### src/rtl/alu_control_unit.sv
// Single-cycle MIPS-subset execute/control core: the PC register, instruction
// decode, ALU, next-PC selection and register-file addressing/write-back muxes.
module alu_control_unit #(
  parameter logic [31:0] RESET_PC = 32'h0000_0000,
  parameter logic [4:0]  LINK_REG = 5'd7
) (
  input  logic        clock,
  input  logic        reset_n,
  input  logic [31:0] instr,
  input  logic [31:0] rd1,
  input  logic [31:0] rd2,
  input  logic [31:0] mem_rd,
  output logic [31:0] pc,
  output logic [31:0] pc_plus4,
  output logic [31:0] pc_next,
  output logic [4:0]  rf_a1,
  output logic [4:0]  rf_a2,
  output logic [4:0]  rf_a3,
  output logic        reg_write,
  output logic        mem_write,
  output logic        reg_dst,
  output logic        alu_src,
  output logic        mem_to_reg,
  output logic        branch,
  output logic        jump_reg,
  output logic        jump_link,
  output logic [4:0]  alu_control,
  output logic [31:0] alu_result,
  output logic        zero,
  output logic [31:0] wd3
);

  localparam int unsigned XLEN = 32;

  localparam logic [5:0] OP_RTYPE = 6'h00;
  localparam logic [5:0] OP_JAL   = 6'h03;
  localparam logic [5:0] OP_BEQ   = 6'h04;
  localparam logic [5:0] OP_ADDI  = 6'h08;
  localparam logic [5:0] OP_LW    = 6'h23;
  localparam logic [5:0] OP_SW    = 6'h2B;

  localparam logic [5:0] FN_JR  = 6'h08;
  localparam logic [5:0] FN_ADD = 6'h20;
  localparam logic [5:0] FN_SUB = 6'h22;
  localparam logic [5:0] FN_AND = 6'h24;
  localparam logic [5:0] FN_OR  = 6'h25;
  localparam logic [5:0] FN_SLT = 6'h2A;

  localparam logic [4:0] ALU_AND = 5'b00000;
  localparam logic [4:0] ALU_OR  = 5'b00001;
  localparam logic [4:0] ALU_ADD = 5'b00010;
  localparam logic [4:0] ALU_SUB = 5'b00110;
  localparam logic [4:0] ALU_SLT = 5'b00111;

  logic [5:0]      opcode;
  logic [5:0]      funct;
  logic [XLEN-1:0] imm_ext;
  logic [XLEN-1:0] src_b;
  logic [XLEN-1:0] branch_target;
  logic [XLEN-1:0] pc_mux;

  assign opcode  = instr[31:26];
  assign funct   = instr[5:0];
  assign imm_ext = {{16{instr[15]}}, instr[15:0]};

  // PC is the only state; reset is asynchronous and restarts the program
  always_ff @(posedge clock or negedge reset_n) begin
    if (!reset_n) pc <= RESET_PC;
    else          pc <= pc_next;
  end

  // Main decoder; unrecognised encodings fall through as a pc+4 no-op
  always_comb begin
    reg_write   = 1'b0;
    mem_write   = 1'b0;
    reg_dst     = 1'b0;
    alu_src     = 1'b0;
    mem_to_reg  = 1'b0;
    branch      = 1'b0;
    jump_reg    = 1'b0;
    jump_link   = 1'b0;
    alu_control = ALU_ADD;
    unique case (opcode)
      OP_RTYPE: begin
        unique case (funct)
          FN_ADD: begin reg_dst = 1'b1; reg_write = 1'b1; alu_control = ALU_ADD; end
          FN_SUB: begin reg_dst = 1'b1; reg_write = 1'b1; alu_control = ALU_SUB; end
          FN_AND: begin reg_dst = 1'b1; reg_write = 1'b1; alu_control = ALU_AND; end
          FN_OR:  begin reg_dst = 1'b1; reg_write = 1'b1; alu_control = ALU_OR;  end
          FN_SLT: begin reg_dst = 1'b1; reg_write = 1'b1; alu_control = ALU_SLT; end
          FN_JR:  jump_reg = 1'b1;
          default: ;
        endcase
      end
      OP_ADDI: begin alu_src = 1'b1; reg_write = 1'b1; end
      OP_LW:   begin alu_src = 1'b1; mem_to_reg = 1'b1; reg_write = 1'b1; end
      OP_SW:   begin alu_src = 1'b1; mem_write = 1'b1; end
      OP_BEQ:  begin branch = 1'b1; alu_control = ALU_SUB; end
      OP_JAL:  begin jump_link = 1'b1; reg_write = 1'b1; end
      default: ;
    endcase
  end

  assign src_b = alu_src ? imm_ext : rd2;

  always_comb begin
    alu_result = '0;
    unique case (alu_control)
      ALU_AND: alu_result = rd1 & src_b;
      ALU_OR:  alu_result = rd1 | src_b;
      ALU_ADD: alu_result = rd1 + src_b;
      ALU_SUB: alu_result = rd1 - src_b;
      ALU_SLT: alu_result = XLEN'($signed(rd1) < $signed(src_b));
      default: alu_result = '0;
    endcase
  end

  assign zero = (alu_result == '0);

  assign pc_plus4      = pc + XLEN'(4);
  assign branch_target = pc_plus4 + {imm_ext[XLEN-3:0], 2'b00};
  assign pc_mux        = (branch && zero) ? branch_target : pc_plus4;

  always_comb begin
    if (jump_link)     pc_next = {pc_plus4[31:28], instr[25:0], 2'b00};
    else if (jump_reg) pc_next = rd1;
    else               pc_next = pc_mux;
  end

  assign rf_a1 = jump_reg ? LINK_REG : instr[25:21];
  assign rf_a2 = instr[20:16];

  always_comb begin
    if (jump_link)    rf_a3 = LINK_REG;
    else if (reg_dst) rf_a3 = instr[15:11];
    else              rf_a3 = instr[20:16];
  end

  always_comb begin
    if (jump_link)       wd3 = pc_plus4;
    else if (mem_to_reg) wd3 = mem_rd;
    else                 wd3 = alu_result;
  end

endmodule

### config.mk
export PLATFORM = sky130hd
export DESIGN_NAME = alu_control_unit
export DESIGN_NICKNAME = d
export VERILOG_FILES = /design/src/rtl/alu_control_unit.sv
export SDC_FILE = /design/constraint.sdc
export NUM_CORES = 1
export LEC_CHECK = 0
export ABC_AREA = 1
export CORE_MARGIN = 5
export CORE_UTILIZATION = 50
export CTS_CLUSTER_DIAMETER = 60
export CTS_CLUSTER_SIZE = 28
export DETAILED_ROUTE_END_ITERATION = 8
export PLACE_DENSITY = 0.86
export SLEW_MARGIN = 20
export SYNTH_ARGS = -nofsm -noshare
export SYNTH_HDL_FRONTEND = slang
export SYNTH_SLANG_ARGS = --single-unit
### constraint.sdc
create_clock -name clock -period 6 [get_ports clock]
set_input_delay 0.6 -clock clock [delete_from_list [all_inputs] [get_ports clock]]
set_output_delay 0.6 -clock clock [all_outputs]
set_load 0.01 [all_outputs]
# After elaboration in Yosys (flattened, before gate mapping)
# Index checks and enable logic that the tools add are counted.
op_classes:
  shifts: 0
  mux: 22
  n_eq_ne: 15
  div: 0
  addsub: 4
  reduce_logical: 7
  mul: 0
  order_cmp: 1
  bitwise_logic: 2
op_table:
  columns: ["cell", "n"]
  rows:
  - ["32-bit 2-to-1 mux", 6]
  - ["32-bit case mux with 5 select lines", 1]
  - ["32-bit adder", 2]
  - ["6-bit equality test (second input constant)", 7]
  - ["32-bit by 3-bit adder with 32-bit output (second input constant)", 1]
  - ["32-bit bitwise AND", 1]
  - ["32-bit zero test", 1]
  - ["32-bit less-than comparator", 1]
  - ["32-bit bitwise OR", 1]
  - ["32-bit subtractor", 1]
  - ["5-bit 2-to-1 mux", 3]
  - ["6-bit by 4-bit equality test with 1-bit output (second input constant)", 2]
  - ["3-bit case mux with 4 select lines", 1]
  - ["5-bit by 3-bit equality test with 1-bit output (second input constant)", 2]
  - ["1-bit 2-to-1 mux", 9]
  - ["6-bit by 2-bit equality test with 1-bit output (second input constant)", 1]
  - ["6-bit by 3-bit equality test with 1-bit output (second input constant)", 1]
  - ["6-bit zero test", 1]
  - ["3-bit case mux with 2 select lines", 1]
  - ["3-bit OR reduction", 2]
  - ["5-bit by 1-bit equality test with 1-bit output (second input constant)", 1]
  - ["5-bit by 2-bit equality test with 1-bit output (second input constant)", 1]
  - ["5-bit zero test", 1]
  - ["5-bit OR reduction", 1]
  - ["other kinds (2)", 2]
word_totals:
  latch_bits: 0
  reg_bits: 32
  word_cells: 52
  ramBits: 0
  memories: 0
  mem_bits_ro: 0
  out_inout_bits: 189
  in_bits: 130

# Depth between registers and ports, before layout
depth:
  ltp_word: 11
  depth_mapped: 36

# Worst setup path before layout
# No wires, ideal clock.
synth_path:
  path_type: "input to output"
  start: "in instr[29]"
  end: "out pc_next[28]"
  slack_ps: 756
  arrival_time_ps: 4644
  path_buffers: 3
  stages: 32
  path_cell_list: "nor2_1 > inv_1 > nor2_1 > nand2_1 > nand3_1 > clkbuf_1 > clkbuf_1 > nand2_1 > o21ai_0 > ha_1 > inv_1 > fa_1 > inv_1 > nand3_1 > nand2_1 > nand2_1 > nand2_1 > nand2_1 > nand2_1 > nand2_1 > nand3_1 > nand3_1 > nor2_1 > nand2_1 > nor2_1 > nand2_1 > nor2_4 > nand3_4 > buf_6 > nand2_1 > o21ai_1 > o21ai_1"
synth_between:
  elab_chain_cells: 11
  word_cells_on_any_way: 29
synth_rtl:
  columns: ["element", "line", "rtl"]
  rows:
  - ["start: declaration", "9", "input logic [31:0] instr,"]
  - ["6-bit equality test or 6-bit by 4-bit equality test with 1-bit output (tied branches)", "83", "unique case (opcode)"]
  - ["3-bit OR reduction (no line) *", null, null]
  - ["1-bit 2-to-1 mux *", "83", null]
  - ["named net alu_src", "22", "output logic alu_src,"]
  - ["32-bit 2-to-1 mux *", "104", "assign src_b = alu_src ? imm_ext : rd2;"]
  - ["32-bit subtractor (tied with other cells)", "112", "ALU_SUB: alu_result = rd1 - src_b;"]
  - ["32-bit case mux with 5 select lines *", "108", "unique case (alu_control)"]
  - ["named net alu_result[14]", "28", "output logic [31:0] alu_result,"]
  - ["32-bit zero test *", "118", "assign zero = (alu_result == '0);"]
  - ["1-bit logical AND *", "122", "assign pc_mux = (branch && zero) ? branch_target : pc_plus4;"]
  - ["32-bit 2-to-1 mux *", "122", null]
  - ["32-bit 2-to-1 mux *", "126", "else if (jump_reg) pc_next = rd1;"]
  - ["32-bit 2-to-1 mux *", "125", "if (jump_link) pc_next = {pc_plus4[31:28], instr[25:0], 2'b00};"]
  - ["end: declaration", "15", "output logic [31:0] pc_next,"]
# The timed path passes the listed nets; every way through them passes the cells marked *.

# Worst setup path after layout
layout_path:
  start: "in instr[29]"
  end: "out pc_next[26]"
layout_between:
  elab_chain_cells: 11
  word_cells_on_any_way: 29
layout_rtl:
  columns: ["element", "line"]
  rows:
  - ["6-bit equality test or 6-bit by 4-bit equality test with 1-bit output (tied branches)", "83"]
  - ["3-bit OR reduction (no line)", null]
  - ["1-bit 2-to-1 mux", "83"]
  - ["32-bit 2-to-1 mux", "104"]
  - ["32-bit subtractor (tied with other cells)", "112"]
  - ["32-bit case mux with 5 select lines", "108"]
  - ["32-bit zero test", "118"]
  - ["1-bit logical AND", "122"]
  - ["32-bit 2-to-1 mux", "122"]
  - ["32-bit 2-to-1 mux", "126"]
  - ["32-bit 2-to-1 mux *", "125"]
# Every way passes the cells marked *; elsewhere a longest branch is shown, timed or not.

==> implementation parameters <==
Parameter                              Value

Yosys
  Number of distinct library cells after synthesis    a little over 50
  Cell type contributing the most total cell area after synthesis    nand2_1
  Total of flip-flops plus latches after synthesis    32
  Share of the yosys chip area belonging to registers    0.0649
  Most frequent cell after synthesis    nand2_1
  Top cell type's share of synthesized area    0.224
  Largest cells by area after synthesis    nand2_1 (22%), ha_1 (14%), inv_1 (12%), nand3_1 (7.4%), dfrtp_1 (6.5%)
  Flip-flop cell with the highest count after synthesis    dfrtp_1
  Most used standard cells in the synthesized netlist    nand2_1 (735), inv_1 (403), nor2_1 (210)
  Combined area of all synthesized cells    0.0123 mm2
  Post-synth EDFFs    0
  Share of async-settable or async-resettable flops after synthesis    1.00
  Synthesized instance count    2307
  YS warnings    0
  Average cell area after synthesis    5.35 um2

Placed design
  Setup WS pre-CTS    -0.566 ns
  Number of input and output port buffers inserted    316
  Post-place instance area    0.0173 mm2
  Routability congestion estimate    1.10
  Inst Count DP    3102
  Total half-perimeter wirelength after legalization and detailed placement    51.7 mm

Critical path
  Startpoint-to-endpoint class of the critical path    in2out
  Crit path from    instr[29]
  Slowest library cell on the worst path    clkdlybuf4s50_1
  Setup slack of the most critical reg-to-reg path    1.16 ns
  Largest fanout on the critical path    10
  Most Frequent Cell on Critical Path    nand2_1
  Type of destination of the critical path    output port
  Kind of start point of the critical path    input port
  Crit-path max cell delay    0.51 ns
  Depth of the worst register-to-register path    28
  Setup crit end    pc_next[26]
  Reg-to-reg critical path startpoint    pc[2]
  Worst reg2reg path endpoint    pc[24]
  Required time at the worst-slack endpoint    approximately 5.4 ns
  Worst path arrival time    between 5 and 6 ns

Layout
  Layout cell share with drive strength beyond 1    0.145
  Cell area after layout    0.0179 mm2
  Most flop-heavy register    pc
  Area taken by multi-input logic gates    0.00987 mm2
  Top Registers    pc (32)
  Number of flip-flops under the largest register name    32
  Net count, final    3057
  Number of fill cells    2121
  Number of diodes    0
  Final cell utilization of the core    0.737
  Sequential standard cell area    801 um2
  Cell Count, Final, Fillers Out    3115
  Synth-to-layout area growth    45.3%

Die
  Top Ports    319
  Die width    167 um
  Area of the core    0.0243 mm2
  Area enclosed by the die boundary    0.0279 mm2
  Std cell rows    57
  Effective utilization at floorplan    0.507
  Die Height    between 150 and 200 um

Power and ir drop
  PD cells    roughly 210 mW/mm2
  Max VDD drop    0.241 mV
  Psw    between 1.5 and 2 mW
  Flop pwr share    0.096
  Clock power frac    0.082
  Leakage power    9.90 nW
  Post-layout power    3.77 mW
  Cell-internal power    1.82 mW
  Power share of the combinational group    0.822
  Sw frac    0.518

Global route
  GR Layer Usage met1    0.496
  Met3 demand-to-capacity share in global routing    0.0858
  Antenna violations before repair    1
  Busiest metal layer after global routing    met2
  Via count of the first global-routing pass    16800
  Global-route usage over all layers    0.418
  Final global-route overflow total    0
  Pin count of the biggest net entering global routing    between 50 and 60
  Met2 Track Usage GR    0.682
  First-pass GRT wire length    92.9 mm

Drt
  Total via count in the routed design    17700
  Via/cell ratio    5.69
  Drt wl/cell    20.0 um
  Number of optimization iterations in the first detailed-route pass    6
  Post-route DRC violation count    0
  Routed WL    slightly above 60 mm
  ANT nets after route    0
  Iteration-0 DRC Markers    2063

Status
  Run status    finished clean

Clocking
  CTS buffer count    5
  Sink Count    32
  Buffer type at the clock tree root    clkbuf_16
  Cts hold-fix bufs    0
  Clk slew on worst S/H paths    0.06 ns
  Worst skew pair latency    0.29 ns
  CTS tree    done
  Number of levels the H-tree was split into    2
  Maximum buffer depth of the clock tree    2

Timing
  Relative slew slack    0.291
  Worst Tran Pin Value    1.06 ns
  Max Slew Vio Count    0
  Hold Fails Final Rpt    0
  Final worst slack    0.130 ns
  Final setup fails    0
  Final critical delay including setup and external delays    a little under 6 ns
  Fmax achieved    170 MHz
  Layout Skew    0.00526 ns
  Final worst-path cycle share    0.978

Min path
  Hold Crit Class    reg2reg

Flow run
  Max-cap violations    0
-- power groups by stage --
stage                     Clock, mW  Combinational, mW  Sequential [mW]
final                         0.309               3.10            0.361
after global routing          0.319               3.32            0.368
after CTS                     0.305               3.01            0.357
after detailed placement          0               2.99            0.361
after global placement            0               2.95            0.355
after floorplan                   0               1.49            0.370
-- worst min-delay path by stage --
stage	slack (ns)	cells past startpoint	startpoint	endpoint
3_5_place_dp	0.60	2	pc[0]	pc[0]
3_3_place_gp	0.58	2	pc[0]	pc[0]
2_1_floorplan	0.30	0	reset_n	pc[0]
6_report	0.61	2	pc[0]	pc[0]
5_1_grt	0.64	2	pc[0]	pc[0]
4_1_cts	0.61	2	pc[0]	pc[0]
-- kinds of logic (layout without fill, tap and decap cells) --
kind of cell | count (synthesis) | after routing | share of synthesized area
XOR/XNOR | 52 | 52 | 0.0369
flip-flops | 32 | 32 | 0.0649
AO/OA/AOI/OAI | 306 | 306 | 0.138
adder cells (fa/ha/maj) | 137 | 137 | 0.141
buffers and inverters | 499 | 982 | 0.163
AND/OR/NAND/NOR | 1280 | 1280 | 0.456
other | 1 | 2 | 0.000304
-- critical path: cells and delay by family --
family	cells	cell delay (ns)
adders and majority gates	2	0.60
buffers and inverters	8	1.63
AOI/OAI and AO/OA	1	0.08
and+or+nand+nor	24	2.35
-- what timing repair did --
item	CTS	global route
buffers inserted	0	5
resized for setup	51	124
hold endpoints to repair	0	0
pin swaps	4	8
endpoints found under the setup margin	31	31
-- routing by layer --
layer	wire length, um	part of all wire
met4	5270	0.085
met1	22800	0.37
met5	13	0.00021
met3	6790	0.11
met2	27500	0.44
-- cells in the final DEF, fill, tap and decap left out, types with 11 or more instances in the layout --
cell type        instances
ha_2                    11
nand4_1                 58
o22ai_1                 12
a31oi_1                 17
buf_4                  233
a21oi_2                 14
inv_1                  401
nand3_1                175
inv_2                   11
nor3_1                  19
nand3_2                 16
ha_1                   117
clkdlybuf4s50_1        280
dlymetal6s2s_1          25
dfrtp_1                 32
nand2_2                 12
a21oi_1                121
nand2_1                724
xor2_1                  39
o21bai_1                18
xnor2_1                 13
nor2_1                 182
o21ai_0                 64
nor2_2                  29
o21ai_1                 30
-- cell type report --
cell class	instances	area share
clock inverters	2	0.00196
flip-flops and latches	32	0.0447
clock buffers	6	0.00719
repair buffers	561	0.286
multi-input cells	1777	0.551
well taps	324	0.0226
inverters	413	0.0867
-- stage by stage --
stage	setup TNS, ns	hold slack (ns)
4_1_cts	-0.000823	0.609
5_1_grt	-0.0376	0.645
3_3_place_gp	-13.45	0.579
6_report	0	0.613
2_1_floorplan	0	0.304
3_5_place_dp	-15.96	0.600
Note: power is estimated with default switching activity, not from simulation.
